File: config.mk
export PLATFORM = sky130hd
export DESIGN_NAME = fetch_queue
export DESIGN_NICKNAME = d
export VERILOG_FILES = /design/src/rtl/fetch_queue.sv
export SDC_FILE = /design/constraint.sdc
export NUM_CORES = 1
export LEC_CHECK = 0
export ABC_AREA = 1
export CAP_MARGIN = 20
export CORE_UTILIZATION = 35
export DETAILED_ROUTE_END_ITERATION = 8
export GPL_TIMING_DRIVEN = 0
export PLACE_DENSITY_LB_ADDON = 0.2
export RECOVER_POWER = 100
export SLEW_MARGIN = 30
export SYNTH_ARGS = -nofsm -noshare
export SYNTH_HDL_FRONTEND = slang
export SYNTH_SLANG_ARGS = --single-unit
File: constraint.sdc
create_clock -name clk -period 10.31 [get_ports clk]
set_clock_uncertainty 0.05 [all_clocks]
set_input_delay 2.062 -clock clk [delete_from_list [all_inputs] [get_ports clk]]
set_output_delay 2.062 -clock clk [all_outputs]
set_load 0.01 [all_outputs]
File: src/rtl/fetch_queue.sv
// Fetch-to-decode instruction queue: DEPTH-entry FIFO keeping pc and inst paired.
// Define FETCH_QUEUE_BYPASS_EN for a same-cycle bypass when the queue is empty.
module fetch_queue #(
  parameter int unsigned ADDR_W = 32,
  parameter int unsigned INST_W = 32,
  parameter int unsigned DEPTH  = 4
) (
  input  logic                      clk,
  input  logic                      rst,
  input  logic                      flush,
  input  logic                      in_valid,
  output logic                      in_ready,
  input  logic [ADDR_W-1:0]         in_pc,
  input  logic [INST_W-1:0]         in_inst,
  output logic                      out_valid,
  input  logic                      out_ready,
  output logic [ADDR_W-1:0]         out_pc,
  output logic [INST_W-1:0]         out_inst,
  output logic [$clog2(DEPTH):0]    count
);

  localparam int unsigned PTR_W = $clog2(DEPTH);
  localparam int unsigned CNT_W = PTR_W + 1;

  logic [ADDR_W-1:0] pc_mem   [DEPTH];
  logic [INST_W-1:0] inst_mem [DEPTH];
  logic [PTR_W-1:0]  rd_ptr;
  logic [PTR_W-1:0]  wr_ptr;
  logic [CNT_W-1:0]  cnt;
  logic              empty;
  logic              full;
  logic              bypass;
  logic              push;
  logic              pop;
  logic              store;
  logic              advance;

  assign empty = (cnt == '0);
  assign full  = (cnt == CNT_W'(DEPTH));

`ifdef FETCH_QUEUE_BYPASS_EN
  // Empty queue with a consumer ready: hand the offered entry straight through.
  assign bypass = rst && !flush && empty && in_valid && out_ready;
`else
  assign bypass = 1'b0;
`endif

  assign out_valid = !flush && (!empty || bypass);
  assign pop       = out_valid && out_ready;
  assign in_ready  = rst && !flush && (!full || pop);
  assign push      = in_valid && in_ready;
  assign store     = push && !bypass;
  assign advance   = pop && !bypass;
  assign count     = cnt;

  // Head presentation, masked to zero when nothing is valid.
  always_comb begin
    out_pc   = '0;
    out_inst = '0;
    if (out_valid) begin
      if (bypass) begin
        out_pc   = in_pc;
        out_inst = in_inst;
      end else begin
        out_pc   = pc_mem[rd_ptr];
        out_inst = inst_mem[rd_ptr];
      end
    end
  end

  always_ff @(posedge clk or negedge rst) begin
    if (!rst) begin
      rd_ptr <= '0;
      wr_ptr <= '0;
      cnt    <= '0;
    end else if (flush) begin
      rd_ptr <= '0;
      wr_ptr <= '0;
      cnt    <= '0;
    end else begin
      if (store)   wr_ptr <= wr_ptr + PTR_W'(1);
      if (advance) rd_ptr <= rd_ptr + PTR_W'(1);
      cnt <= cnt + CNT_W'(store) - CNT_W'(advance);
    end
  end

  // Storage is never cleared; stale slots stay hidden behind out_valid.
  always_ff @(posedge clk) begin
    if (store) begin
      pc_mem[wr_ptr]   <= in_pc;
      inst_mem[wr_ptr] <= in_inst;
    end
  end

endmodule

=== Word-level counts from Yosys, hierarchy flattened ===
Memories as Yosys holds them, arrays and structs flattened.
Cells that the tools add are included.

* Word-level logic and storage cells: 31
* Memory bits (read-only): 0
* Bits in writable memories: 256
* Memories: 2
* Bits of input ports: 69
* Latch bits: 0
* Output and inout port bits: 69
* Register bits after elaboration: 7

* Bitwise logic cells: 0
* Mux-type cells: 9
* Add/subtract/negate cells: 4
* Equality and inequality tests: 1
* Reduce and logical (&&, ||, !) cells: 12
* Multiply operators: 0
* Shift operators: 0
* Div/mod/pow operators: 0
* $lt $le $gt $ge: 0

{| class="wikitable"
|+ Memories
! name !! words !! bits a word !! rd ports !! clocked after memory_dff !! wr ports !! line !! RTL
|-
| inst_mem || 4 || 32 || 1 || 0 || 1 || 26 || <nowiki>logic [INST_W-1:0] inst_mem [DEPTH];</nowiki>
|-
| pc_mem || 4 || 32 || 1 || 0 || 1 || 25 || <nowiki>logic [ADDR_W-1:0] pc_mem [DEPTH];</nowiki>
|}

{| class="wikitable"
|+ Operators by type and width
! kind !! number
|-
| 32-bit 2-to-1 mux || 2
|-
| 2-bit 2-to-1 mux || 4
|-
| 1-bit logical AND || 5
|-
| 2-bit by 1-bit adder with 2-bit output, second input constant || 2
|-
| 2-bit nonzero test || 2
|-
| 3-bit by 1-bit adder with 3-bit output || 1
|-
| 3-bit == test, second input constant || 1
|-
| 1-bit zero test || 3
|-
| 3-bit zero test || 1
|-
| 3-bit 2-to-1 mux || 1
|-
| 3-bit by 1-bit subtractor with 3-bit output || 1
|-
| 1-bit 2-to-1 mux || 2
|-
| 1-bit logical OR || 1
|}

=== Depth between registers and ports, before layout ===
* Word-level depth: 10
* Depth in mapped cells: 11
* Gate-level depth less buffers: 11

=== Least setup slack after synthesis ===
No wires, ideal clock.

* Path kind: input-to-reg
* From: input port flush
* To: memory inst_mem[0][0], enable pin
* Path buffers: 1
* Setup time: 0.487 ns
* Stages: 4
* Data required time: 9.773 ns
* Slack: 4.457 ns
* Data arrival time: 5.317 ns
* Path through: buf_2 -> o211ai_1 -> nand3_2 -> nor2_1

* Cells in the longest elaborated chain, start to end: 8
* Elaborated cells between the ends (all ways): 9
* Classes of those cells: mux (2); reduce/logical (7)

{| class="wikitable"
|+ RTL lines
! element !! line !! RTL
|-
| from (decl) || 10 || <nowiki>input logic flush,</nowiki>
|-
| 1-bit zero test (*) || 48, 50 ||
|-
| 1-bit logical AND || 48 || <nowiki>assign out_valid = !flush && (!empty || bypass);</nowiki>
|-
| 1-bit logical AND || 49 || <nowiki>assign pop = out_valid && out_ready;</nowiki>
|-
| 1-bit logical OR || 50 || <nowiki>assign in_ready = rst && !flush && (!full || pop);</nowiki>
|-
| 1-bit logical AND (*) || 50 ||
|-
| 1-bit logical AND (*) || 51 || <nowiki>assign push = in_valid && in_ready;</nowiki>
|-
| 1-bit 2-to-1 mux (*) || 89 || <nowiki>if (store) begin</nowiki>
|-
| 1-bit 2-to-1 mux (implied by the code) (*) || 91 || <nowiki>inst_mem[wr_ptr] <= in_inst;</nowiki>
|-
| to (decl) || 26 ||
|}

Every way passes the cells marked *; elsewhere a longest branch is shown, timed or not.

=== Worst setup path after layout ===
* From: input port flush
* To: output port out_pc[16]

* Cells in the longest elaborated chain, start to end: 3

{| class="wikitable"
|+ RTL lines
! element !! line !! RTL
|-
| 1-bit zero test || 48 ||
|-
| 1-bit logical AND || 48 ||
|-
| 32-bit 2-to-1 mux || 60 || <nowiki>if (out_valid) begin</nowiki>
|-
| to (decl) || 17 || <nowiki>output logic [ADDR_W-1:0] out_pc,</nowiki>
|}

Every way passes these cells.

==> flow_metrics.py <==
metrics = {
    "outcome": {
        "run_status": "finished, final reports clean",
    },
    "power_and_ir_drop": {
        "ir_worst_vdd_mv": 0.157,
        "p_clk_share_pct": 32.4,
        "power_mw": 2.73,
        "p_leak_nw": 4.62,
        "p_int_mw": 1.95,
        "power.share.sequential_pct": 44.5,
        "switching_power_mw": 0.785,
        "power.density_nw_per_um2": 209,
        "switching_share_pct": 28.7,
        "comb_power_share_pct": 23.0,
    },
    "logic_synthesis": {
        "synth_adder_area_share_pct": 0.917,
        "synth_compound_area_share_pct": 9.38,
        "synthXorXnorAreaFrac_pct": 0.169,
        "ys_ff_latch": 263,
        "synth_top_family_by_area": "simple AND/OR/NAND/NOR gates",
        "synth.area.mux_share_pct": 0,
        "seq_area_frac_synth_pct": 75.8,
        "synth_area_um2": 10400,
        "syn-mean-instance-area_um2": 12.7,
        "synth_cell_types": 22,
        "yosys.area_share.simple_pct": 10.4,
        "syn_nets": 894,
        "synthCells": 818,
        "yosysWarnings": 0,
    },
    "floorplan": {
        "io_pins": 138,
        "coreArea_um2": 28900,
        "die_x_um": 174,
        "initial_utilization_pct": 35.8,
        "die_h_um": 174,
        "dieArea_um2": 30300,
        "row_count": 62,
    },
    "cts": {
        "htreeDepth": 1,
        "post-cts-setup-buffer-count": 0,
        "max-clock-path-buffers": 3,
        "root_buffer": "clkbuf_16",
        "ctsResizeCount": 0,
        "cts_tree": "done",
        "ctsHoldBuffers": 0,
        "clkSinkCount": 263,
        "cts_buffers": 28,
        "clkTransAtPathRegs_ps": 60,
        "clock_latency_ps": 530,
    },
    "critical_path": {
        "worstPathCellList": "buf_2 -> inv_1 -> nand2_1 -> clkbuf_1 -> clkbuf_1 -> a21oi_1 -> dlygate4sd3_1",
        "critPathKind": "in -> out",
        "slowest_stage": "dlygate4sd3_1",
        "cp.arrival_ps": 4390,
        "crit_path_frequent_cell": "clkbuf_1",
        "required_ps": 8200,
        "critPathMaxFanout": 10,
        "start_kind": "input port",
        "slowest_delay_ps": 650,
        "crit_path_end_kind": "output pin",
    },
    "final_layout": {
        "area_growth_pct": 25.9,
        "drive_gt1_share_pct": 5.80,
        "final_common_cell": "nor2_1",
        "nNetsFinal": 1075,
        "mostFrequentLayoutCells": "270 x nor2_1, 256 x edfxtp_1, 128 x dlygate4sd3_1",
        "final_cell_count_no_fill": 1404,
    },
    "grt": {
        "top_usage_layer": "met2",
        "grtUsageMet3_pct": 3.00,
        "grt_pass1_wl_mm": 37.4,
        "grt_pass1_vias": 6554,
        "grt.overflow.total": 0,
        "met1_usage_pct": 21.6,
        "antenna_found_initial": 3,
        "globalRouteMet2Util_pct": 27.5,
        "grt_use_total_pct": 16.2,
        "grt_max_degree": 21,
    },
    "place": {
        "io_buffers": 136,
        "dp_hpwl_mm": 16.0,
        "pre_cts_ws_ps": 4460,
        "dp.cells": 1353,
        "gp_congestion": 0.744,
    },
    "timing": {
        "max_freq_mhz": 154,
        "drv_slew": 0,
        "period_needed_ps": 6500,
        "worst_pin_slew_ps": 1460,
        "relSlewSlack_pct": 2.31,
        "setup_tns_ps": 0,
        "post-route-period-util_pct": 63.1,
        "worst_slack_ps": 3810,
        "setup_viol_count_final": 0,
        "hold_violations": 0,
        "grt_setup_unrepaired": "false",
    },
    "routing": {
        "postRouteAntennaNets": 0,
        "vias": 6630,
        "route.detailed.drc": 0,
        "dr.pass1.iters": 4,
        "wirelength_mm": 24.5,
        "wl_per_cell_um": 17.4,
        "dr.first_iter.drc_count": 483,
        "viasPerCell": 4.72,
    },
    "job": {
        "drv_cap": 0,
    },
    "hold_path": {
        "hold_path_class": "reg -> reg",
    },
}
flip-flops by register name (all words and copies together), names as in the netlist:
register  cells
pc_mem      128
inst_mem    128
wr_ptr        2
count         3
rd_ptr        2
layout make-up:
class,instances,area (µm²)
clock buffers,37,756
clock inverters,11,50.0
repair buffers,151,1420
fillers,2636,15900
diodes,3,7.51
inverters,18,67.6
multi-input cells,487,2160
well taps,384,480
flip-flops and latches,263,7860
plain buffers,50,258
cells in the mapped netlist:
cell / count / area share, %
nand3_1: 3 / 0.14
dfrtp_1: 7 / 1.7
buf_4: 12 / 0.87
nand2_1: 10 / 0.36
nor2_1: 269 / 9.7
a21oi_1: 64 / 3.1
o211ai_1: 1 / 0.072
nor2_2: 1 / 0.060
nand3_2: 1 / 0.097
o21ai_0: 126 / 6.1
ha_1: 6 / 0.72
buf_1: 9 / 0.33
xnor2_1: 1 / 0.084
buf_6: 4 / 0.43
fa_1: 1 / 0.19
edfxtp_1: 256 / 74
inv_1: 17 / 0.62
inv_2: 1 / 0.036
buf_2: 12 / 0.58
clkbuf_1: 13 / 0.47
xor2_1: 1 / 0.084
o21ai_1: 3 / 0.14
final timing paths:
kind	startpoint	to	depth (start not counted)	slack, ps
min in group asynchronous	rst	count[1]$_DFF_PN0_	1	1830
worst max-delay path	flush	out_pc[16]	7	3810
worst min-delay path	wr_ptr[1]$_DFFE_PN0P_	wr_ptr[1]$_DFFE_PN0P_	2	520
max in group asynchronous	rst	count[0]$_DFF_PN0_	1	8100
worst min register to register	wr_ptr[1]$_DFFE_PN0P_	wr_ptr[1]$_DFFE_PN0P_	2	520
worst max register to register	count[1]$_DFF_PN0_	inst_mem[1][10]$_DFFE_PP_	7	5860
routing by layer:
layer	vias to the layer above	part of all wire [%]	wire length [µm]
met1	3176	45	10900
li1	3251	-	-
met5	-	0.053	13
met3	34	5.1	1240
met2	167	48	11900
met4	2	1.8	449
metrics by stage:
stage / utilization [%] / hold slack (ps) / cell area (µm²)
global route: 45.1 / 564 / 13000
global placement: 42.2 / 500 / 12200
floorplan: - / 470 / 10400
finish: 45.1 / 520 / 13100
detailed placement: 43.7 / 511 / 12600
CTS: 46.5 / 526 / 13500
logic make-up (layout without fill, tap and decap cells):
family | Yosys count | after routing
xor+xnor | 2 | 2
flops | 263 | 263
other cells | 0 | 3
buf+inv | 68 | 267
compound gates | 194 | 194
simple gates | 284 | 284
fa+ha+maj | 7 | 7
power by group through the flow:
| stage | clock network [mW] | logic, mW | registers [mW] |
|---|---|---|---|
| global route | 0.952 | 0.706 | 1.22 |
| floorplan | 0 | 0.355 | 1.24 |
| global placement | 0 | 0.673 | 1.24 |
| finish | 0.887 | 0.630 | 1.22 |
| detailed placement | 0 | 0.693 | 1.24 |
| CTS | 0.911 | 0.697 | 1.22 |
critical path: cells and delay by family:
kind | cells | cell delay, ps
simple gates | 1 | 140
compound gates | 1 | 160
buf+inv | 5 | 2020
Power figures use the tool's default switching activity.
